`src/rtl/mem_pkg.sv`:
```
// Shared definitions for the burst memory controller: default widths,
// memory depth, beat-count width and the controller state encoding.
package mem_pkg;

    localparam int ADDR_W_DEF = 4;
    localparam int DATA_W_DEF = 8;
    localparam int DEPTH      = 16;
    localparam int LEN_W      = 4;

    typedef enum logic [2:0] {
        ST_IDLE     = 3'd0,
        ST_WR       = 3'd1,
        ST_WR_FLUSH = 3'd2,
        ST_RD_ADDR  = 3'd3,
        ST_RD_CAP   = 3'd4,
        ST_RD_RSP   = 3'd5
    } state_t;

endpackage

```
`src/rtl/mem_burst_ctrl_if.sv`:
```
// Request / write / response / memory-port bundle of the burst controller.
// "slave" is the controller view, "master" is the requester plus memory view.
interface mem_burst_ctrl_if #(
    parameter int ADDR_W = mem_pkg::ADDR_W_DEF,
    parameter int DATA_W = mem_pkg::DATA_W_DEF
);
    logic              req_valid;
    logic              req_ready;
    logic              req_wr;
    logic [ADDR_W-1:0] req_addr;
    logic [3:0]        req_len;
    logic              wr_valid;
    logic              wr_ready;
    logic [DATA_W-1:0] wr_data;
    logic              rsp_valid;
    logic              rsp_ready;
    logic [DATA_W-1:0] rsp_data;
    logic              busy;
    logic              done;
    logic [ADDR_W-1:0] mem_addr;
    logic [DATA_W-1:0] mem_din;
    logic              mem_we;
    logic [DATA_W-1:0] mem_dout;

    modport slave (
        input  req_valid, req_wr, req_addr, req_len,
        input  wr_valid, wr_data, rsp_ready, mem_dout,
        output req_ready, wr_ready, rsp_valid, rsp_data,
        output busy, done, mem_addr, mem_din, mem_we
    );

    modport master (
        output req_valid, req_wr, req_addr, req_len,
        output wr_valid, wr_data, rsp_ready, mem_dout,
        input  req_ready, wr_ready, rsp_valid, rsp_data,
        input  busy, done, mem_addr, mem_din, mem_we
    );

endinterface

```
`src/rtl/burst_ctr.sv`:
```
// Address and beat counter of one burst: loaded with start address and
// length, advanced once per beat; address wraps modulo 2^ADDR_W.
module burst_ctr
    import mem_pkg::*;
#(
    parameter int ADDR_W = ADDR_W_DEF
) (
    input  logic              clk,
    input  logic              rst,
    input  logic              i_load,
    input  logic [ADDR_W-1:0] i_start,
    input  logic [LEN_W-1:0]  i_len,
    input  logic              i_inc,
    output logic [ADDR_W-1:0] o_cur,
    output logic [ADDR_W-1:0] o_next,
    output logic              o_last
);

    logic [ADDR_W-1:0] r_cur;
    logic [LEN_W-1:0]  r_remain;

    // Load on request accept, otherwise step address and count down remaining beats.
    always_ff @(posedge clk) begin
        if (rst) begin
            r_cur    <= '0;
            r_remain <= '0;
        end else if (i_load) begin
            r_cur    <= i_start;
            r_remain <= i_len;
        end else if (i_inc) begin
            r_cur <= r_cur + ADDR_W'(1);
            if (r_remain != LEN_W'(0)) begin
                r_remain <= r_remain - LEN_W'(1);
            end
        end
    end

    assign o_cur  = r_cur;
    assign o_next = r_cur + ADDR_W'(1);
    assign o_last = (r_remain == LEN_W'(0));

endmodule

```
`src/rtl/mem_burst_ctrl.sv`:
```
// Burst controller in front of a single-port synchronous memory. Write
// bursts stream beats straight to the memory port; read bursts run one
// address/capture/response round per beat with a held response handshake.
module mem_burst_ctrl
    import mem_pkg::*;
#(
    parameter int ADDR_W = ADDR_W_DEF,
    parameter int DATA_W = DATA_W_DEF
) (
    input  logic           clk,
    input  logic           rst,
    mem_burst_ctrl_if.slave bus
);

    state_t            r_state;
    logic              r_mem_we;
    logic [ADDR_W-1:0] r_mem_addr;
    logic [DATA_W-1:0] r_mem_din;
    logic [DATA_W-1:0] r_rsp_data;
    logic              r_rsp_valid;
    logic              r_done;

    logic              w_accept;
    logic              w_wr_beat;
    logic              w_consume;
    logic              w_inc;
    logic [ADDR_W-1:0] w_cur;
    logic [ADDR_W-1:0] w_next;
    logic              w_last;

    assign w_accept  = bus.req_valid && (r_state == ST_IDLE);
    assign w_wr_beat = bus.wr_valid && (r_state == ST_WR);
    assign w_consume = bus.rsp_ready && (r_state == ST_RD_RSP);
    // The final read beat does not advance; the final write beat may (counter is reloaded next burst).
    assign w_inc     = w_wr_beat || (w_consume && !w_last);

    burst_ctr #(
        .ADDR_W (ADDR_W)
    ) u_ctr (
        .clk     (clk),
        .rst     (rst),
        .i_load  (w_accept),
        .i_start (bus.req_addr),
        .i_len   (bus.req_len),
        .i_inc   (w_inc),
        .o_cur   (w_cur),
        .o_next  (w_next),
        .o_last  (w_last)
    );

    // Burst sequencing with registered memory port, response and done outputs.
    always_ff @(posedge clk) begin
        if (rst) begin
            r_state     <= ST_IDLE;
            r_mem_we    <= 1'b0;
            r_mem_addr  <= '0;
            r_mem_din   <= '0;
            r_rsp_data  <= '0;
            r_rsp_valid <= 1'b0;
            r_done      <= 1'b0;
        end else begin
            r_done <= 1'b0;
            case (r_state)
                ST_IDLE: begin
                    r_mem_we <= 1'b0;
                    if (bus.req_valid) begin
                        if (bus.req_wr) begin
                            r_state <= ST_WR;
                        end else begin
                            r_mem_addr <= bus.req_addr;
                            r_state    <= ST_RD_ADDR;
                        end
                    end
                end
                ST_WR: begin
                    if (bus.wr_valid) begin
                        r_mem_we   <= 1'b1;
                        r_mem_addr <= w_cur;
                        r_mem_din  <= bus.wr_data;
                        if (w_last) begin
                            r_state <= ST_WR_FLUSH;
                        end
                    end else begin
                        r_mem_we <= 1'b0;
                    end
                end
                ST_WR_FLUSH: begin
                    // Final beat is written at this edge.
                    r_mem_we <= 1'b0;
                    r_done   <= 1'b1;
                    r_state  <= ST_IDLE;
                end
                ST_RD_ADDR: begin
                    // Memory samples mem_addr at this edge.
                    r_mem_we <= 1'b0;
                    r_state  <= ST_RD_CAP;
                end
                ST_RD_CAP: begin
                    r_mem_we    <= 1'b0;
                    r_rsp_data  <= bus.mem_dout;
                    r_rsp_valid <= 1'b1;
                    r_state     <= ST_RD_RSP;
                end
                ST_RD_RSP: begin
                    r_mem_we <= 1'b0;
                    if (bus.rsp_ready) begin
                        r_rsp_valid <= 1'b0;
                        if (w_last) begin
                            r_done  <= 1'b1;
                            r_state <= ST_IDLE;
                        end else begin
                            r_mem_addr <= w_next;
                            r_state    <= ST_RD_ADDR;
                        end
                    end
                end
                default: begin
                    r_mem_we    <= 1'b0;
                    r_rsp_valid <= 1'b0;
                    r_state     <= ST_IDLE;
                end
            endcase
        end
    end

    // Handshake flags are pure decodes of the state register.
    assign bus.req_ready = (r_state == ST_IDLE);
    assign bus.busy      = (r_state != ST_IDLE);
    assign bus.wr_ready  = (r_state == ST_WR);
    assign bus.rsp_valid = r_rsp_valid;
    assign bus.rsp_data  = r_rsp_data;
    assign bus.done      = r_done;
    assign bus.mem_addr  = r_mem_addr;
    assign bus.mem_din   = r_mem_din;
    assign bus.mem_we    = r_mem_we;

endmodule

```
`src/flat_wrapper.sv`:
```
// flat-port wrapper written by rule: the top's interface ports become plain ports
module mem_burst_ctrl_flat import mem_pkg::*;
#(
    parameter int ADDR_W = ADDR_W_DEF,
    parameter int DATA_W = DATA_W_DEF
)
  (clk, rst, bus_req_valid, bus_req_wr, bus_req_addr, bus_req_len, bus_wr_valid, bus_wr_data, bus_rsp_ready, bus_mem_dout, bus_req_ready, bus_wr_ready, bus_rsp_valid, bus_rsp_data, bus_busy, bus_done, bus_mem_addr, bus_mem_din, bus_mem_we);
  mem_burst_ctrl_if #(.ADDR_W(ADDR_W), .DATA_W(DATA_W)) bus_i ();
  input  logic clk;
  input  logic rst;
  input wire logic [$bits(bus_i.req_valid)-1:0] bus_req_valid;
  input wire logic [$bits(bus_i.req_wr)-1:0] bus_req_wr;
  input wire logic [$bits(bus_i.req_addr)-1:0] bus_req_addr;
  input wire logic [$bits(bus_i.req_len)-1:0] bus_req_len;
  input wire logic [$bits(bus_i.wr_valid)-1:0] bus_wr_valid;
  input wire logic [$bits(bus_i.wr_data)-1:0] bus_wr_data;
  input wire logic [$bits(bus_i.rsp_ready)-1:0] bus_rsp_ready;
  input wire logic [$bits(bus_i.mem_dout)-1:0] bus_mem_dout;
  output wire logic [$bits(bus_i.req_ready)-1:0] bus_req_ready;
  output wire logic [$bits(bus_i.wr_ready)-1:0] bus_wr_ready;
  output wire logic [$bits(bus_i.rsp_valid)-1:0] bus_rsp_valid;
  output wire logic [$bits(bus_i.rsp_data)-1:0] bus_rsp_data;
  output wire logic [$bits(bus_i.busy)-1:0] bus_busy;
  output wire logic [$bits(bus_i.done)-1:0] bus_done;
  output wire logic [$bits(bus_i.mem_addr)-1:0] bus_mem_addr;
  output wire logic [$bits(bus_i.mem_din)-1:0] bus_mem_din;
  output wire logic [$bits(bus_i.mem_we)-1:0] bus_mem_we;
  assign bus_i.req_valid = bus_req_valid;
  assign bus_i.req_wr = bus_req_wr;
  assign bus_i.req_addr = bus_req_addr;
  assign bus_i.req_len = bus_req_len;
  assign bus_i.wr_valid = bus_wr_valid;
  assign bus_i.wr_data = bus_wr_data;
  assign bus_i.rsp_ready = bus_rsp_ready;
  assign bus_i.mem_dout = bus_mem_dout;
  assign bus_req_ready = bus_i.req_ready;
  assign bus_wr_ready = bus_i.wr_ready;
  assign bus_rsp_valid = bus_i.rsp_valid;
  assign bus_rsp_data = bus_i.rsp_data;
  assign bus_busy = bus_i.busy;
  assign bus_done = bus_i.done;
  assign bus_mem_addr = bus_i.mem_addr;
  assign bus_mem_din = bus_i.mem_din;
  assign bus_mem_we = bus_i.mem_we;
  mem_burst_ctrl #(.ADDR_W(ADDR_W), .DATA_W(DATA_W)) u_core (.clk(clk), .rst(rst), .bus(bus_i));
endmodule
```
`config.mk`:
```
export PLATFORM = sky130hd
export DESIGN_NAME = mem_burst_ctrl_flat
export DESIGN_NICKNAME = d
export VERILOG_FILES = /design/src/rtl/mem_pkg.sv /design/src/rtl/mem_burst_ctrl_if.sv /design/src/rtl/burst_ctr.sv /design/src/rtl/mem_burst_ctrl.sv /design/src/flat_wrapper.sv
export SDC_FILE = /design/constraint.sdc
export NUM_CORES = 1
export LEC_CHECK = 0
export CAP_MARGIN = 5
export CORE_UTILIZATION = 35
export CTS_CLUSTER_DIAMETER = 100
export DETAILED_ROUTE_END_ITERATION = 6
export PLACE_DENSITY_LB_ADDON = 0.1
export SYNTH_ARGS = -nofsm -noshare
export SYNTH_HDL_FRONTEND = slang
export SYNTH_SLANG_ARGS = --single-unit
```
`constraint.sdc`:
```
create_clock -name clk -period 3 [get_ports clk]
set_clock_uncertainty 0.15 [all_clocks]
set_input_delay 0.6 -clock clk [delete_from_list [all_inputs] [get_ports clk]]
set_output_delay 0.6 -clock clk [all_outputs]
set_load 0.03 [all_outputs]
```
==> flow_metrics.tcl <==
set metrics [dict create \
    clock_sinks 34 \
    slew_violations 0 \
    root_buffer "clkbuf_8" \
    r2r-end "u_core.bus.mem_addr[3]" \
    htreeDepth 2 \
    synth-seq-cells 34 \
    synth_common_cells "34 x dfxtp_1, 26 x nor2_1, 21 x nand2_1, 14 x a21oi_1, 9 x mux2i_1" \
    power.density_mw_per_mm2 510 \
    drt-total-wl_um 3870 \
    numCtsBuffers 5 \
    hold_viol_final 0 \
    syn_inst 186 \
    timing.final.crit_share 0.842 \
    maxCapViolCount 0 \
    period_needed_ps 2530 \
    synth_most_common_cell "dfxtp_1" \
    ant_nets 0 \
    grt_pass1_wl_um 6600 \
    yosysTopAreaCell "dfxtp_1" \
    synth_area_mm2 0.00167 \
    clk_latency_ps 280 \
    final_cells 295 \
    irDropWorstVdd_v 0.000339 \
    synthArstFlopShare 0 \
    synth_cell_types 48 \
    reg2reg_from "u_core.r_state[2]" \
    grt_max_degree 24 \
    status "finished, violations left" \
    violations "DRC" \
    die_width_um 71.1 \
    final_nets 274 \
    ys_warn_count 0 \
    drt_iter0_markers 53 \
    grt-ovfl-total 0 \
    setup_tns_ps 0 \
    crit_slowest_cell "clkdlybuf4s50_1" \
    initial_core_util 0.373 \
    setup_viol 0 \
    viasPerCell 4.96 \
    crit_type "flop to primary output" \
    worstPathCellList "buf_4 -> nor3_2 -> clkdlybuf4s50_1" \
    holdPathStages 2 \
    cts_resized 0 \
    wire_per_inst_um 13.1 \
    area_growth_pct 40.9 \
    dp.cells 287 \
    die_h_um 71.1 \
    post_dp_cell_area_mm2 0.00226 \
    rows 24 \
    final_area_mm2 0.00235 \
    min_to "u_core.bus.mem_din[5]" \
    r2r_cells 5 \
    tightest_slew_ps 583 \
    yosys_most_used_dff "dfxtp_1" \
    yosys-top-cells-area "dfxtp_1 41%, nor2_1 5.8%, mux2i_1 5.4%" \
    fp.dieArea_mm2 0.00505 \
    min_path_type "flop to flop" \
    synth_top_cell_area_share 0.407 \
    ios 56 \
    insertedDiodeCount 0 \
    post-route-drc-count 8 \
    dpl_worst_slack_ps 619 \
    synth-edff-count 0 \
    port_buffers 55 \
    power.leakage_nw 0.823 \
    cts_buffer_depth 2 \
    worstPathArrival_ps 1780 \
    avgSynthCellArea_um2 8.98 \
    cp-start-kind "flop" \
    relSlewSlack 0.609 \
    design.core.area_mm2 0.00447 \
    vias 1462 \
    fin_ws_ps 473 \
    r2r_slack_ps 1020 \
    fmaxAchievable_ghz 0.396 \
    antenna_found_initial 0 \
    rsz0062_at_grt "no" \
    drive_gt1_frac 0.107 \
    synth_nets 218 \
    critical-path-max-stage-delay_ps 710 \
    grt_pass1_vias 1449 \
    ctsHoldBuffers 0 \
    post_cts_buffers 0 \
    track_usage 0.166 \
    worstPathMaxFanout 12 \
    hp-start "u_core.bus.mem_din[5]" \
    cts_tree "built" \
    clkSlewWorstSetupHoldPaths_ps 70 \
    crit_path_end_kind "primary output" \
    place_hpwl_um 2720 \
    place.gp.congestion 0.776 \
    fin_hold_ws_ps 302 \
    firstDrtPassIters 6 \
    seq_area_frac_synth 0.407 \
    worstPathRequired_ps 2250 \
]
-- sequential cells by signal, summed over array words and instances, names as in the netlist --
name and count:
u_core.bus.done 1, u_core.bus.mem_addr 4, u_core.bus.mem_din 8, u_core.bus.mem_we 1
u_core.bus.rsp_data 8, u_core.bus.rsp_valid 1, u_core.r_state 3, u_core.u_ctr.o_cur 4
u_core.u_ctr.r_remain 4
-- worst max-delay path by stage --
stage,startpoint,to,slack [ps],cells past startpoint
2_1_floorplan,u_core.r_state[0],bus_busy,920,3
3_3_place_gp,bus_rsp_ready,u_core.bus.mem_addr[0],660,5
3_5_place_dp,bus_rsp_ready,u_core.bus.mem_addr[0],620,5
4_1_cts,u_core.r_state[0],bus_req_ready,460,3
5_1_grt,u_core.r_state[0],bus_req_ready,410,3
6_report,u_core.r_state[0],bus_req_ready,470,3
-- cells by family (layout without fill, tap and decap cells) --
group	count (synthesis)	count (layout)	synth area share
buffers and inverters	18	75	0.0524
multiplexers	12	12	0.0779
AND/OR/NAND/NOR	74	74	0.231
AO/OA/AOI/OAI	39	39	0.179
flip-flops	34	34	0.407
adder cells (fa/ha/maj)	2	2	0.0150
XOR/XNOR	7	7	0.0367
-- stage by stage --
stage | total power [mW] | utilization
4_1_cts | 1.21 | 0.526
6_report | 1.20 | 0.526
3_5_place_dp | 0.857 | 0.506
5_1_grt | 1.26 | 0.526
3_3_place_gp | 0.856 | 0.506
2_1_floorplan | 0.735 | -
-- worst max-delay path: cells and delay by family, from the launching register on --
| kind | cells | cell delay [ps] |
|---|---|---|
| and+or+nand+nor | 1 | 250 |
| buffers and inverters | 2 | 910 |
| DFF | 1 | 340 |
-- placed cells by master (no fill, tap or decap), drive strengths merged, types with 2 or more instances in the layout --
cell type	instances
nor3	3
and3	2
nand3	2
nand2b	2
nor2b	3
a2111oi	2
o21ai	4
a21oi	14
clkdlybuf4s50	55
nand2	21
xnor2	4
or4	2
mux2	2
o211ai	3
mux2i	10
clkbuf	7
ha	2
clkinv	2
nand4	3
a211oi	9
nor2	28
xor2	3
inv	6
buf	5
nor4	3
dfxtp	34
-- cell type report --
| type | count | area, um2 |
|---|---|---|
| inverter | 7 | 26.3 |
| multi-input combinational | 134 | 902 |
| clock inverter | 1 | 5.00 |
| fill | 442 | 2120 |
| sequential | 34 | 681 |
| clock buffer | 7 | 86.3 |
| timing repair buffer | 60 | 588 |
| tap | 52 | 65.1 |
-- layer usage --
metal | track usage | up-vias | share of wire
li1 | - | 765 | -
met1 | 0.220 | 651 | 0.50
met3 | 0.0413 | 7 | 0.058
met5 | 0 | - | 0
met2 | 0.263 | 39 | 0.43
met4 | 0.0600 | 0 | 0.014
-- power by group --
part / total [mW] / internal, mW / switching (mW)
Combinational: 0.332 / 0.151 / 0.181
Clock: 0.352 / 0.185 / 0.167
Sequential: 0.516 / 0.485 / 0.0307
Power figures use the tool's default switching activity.
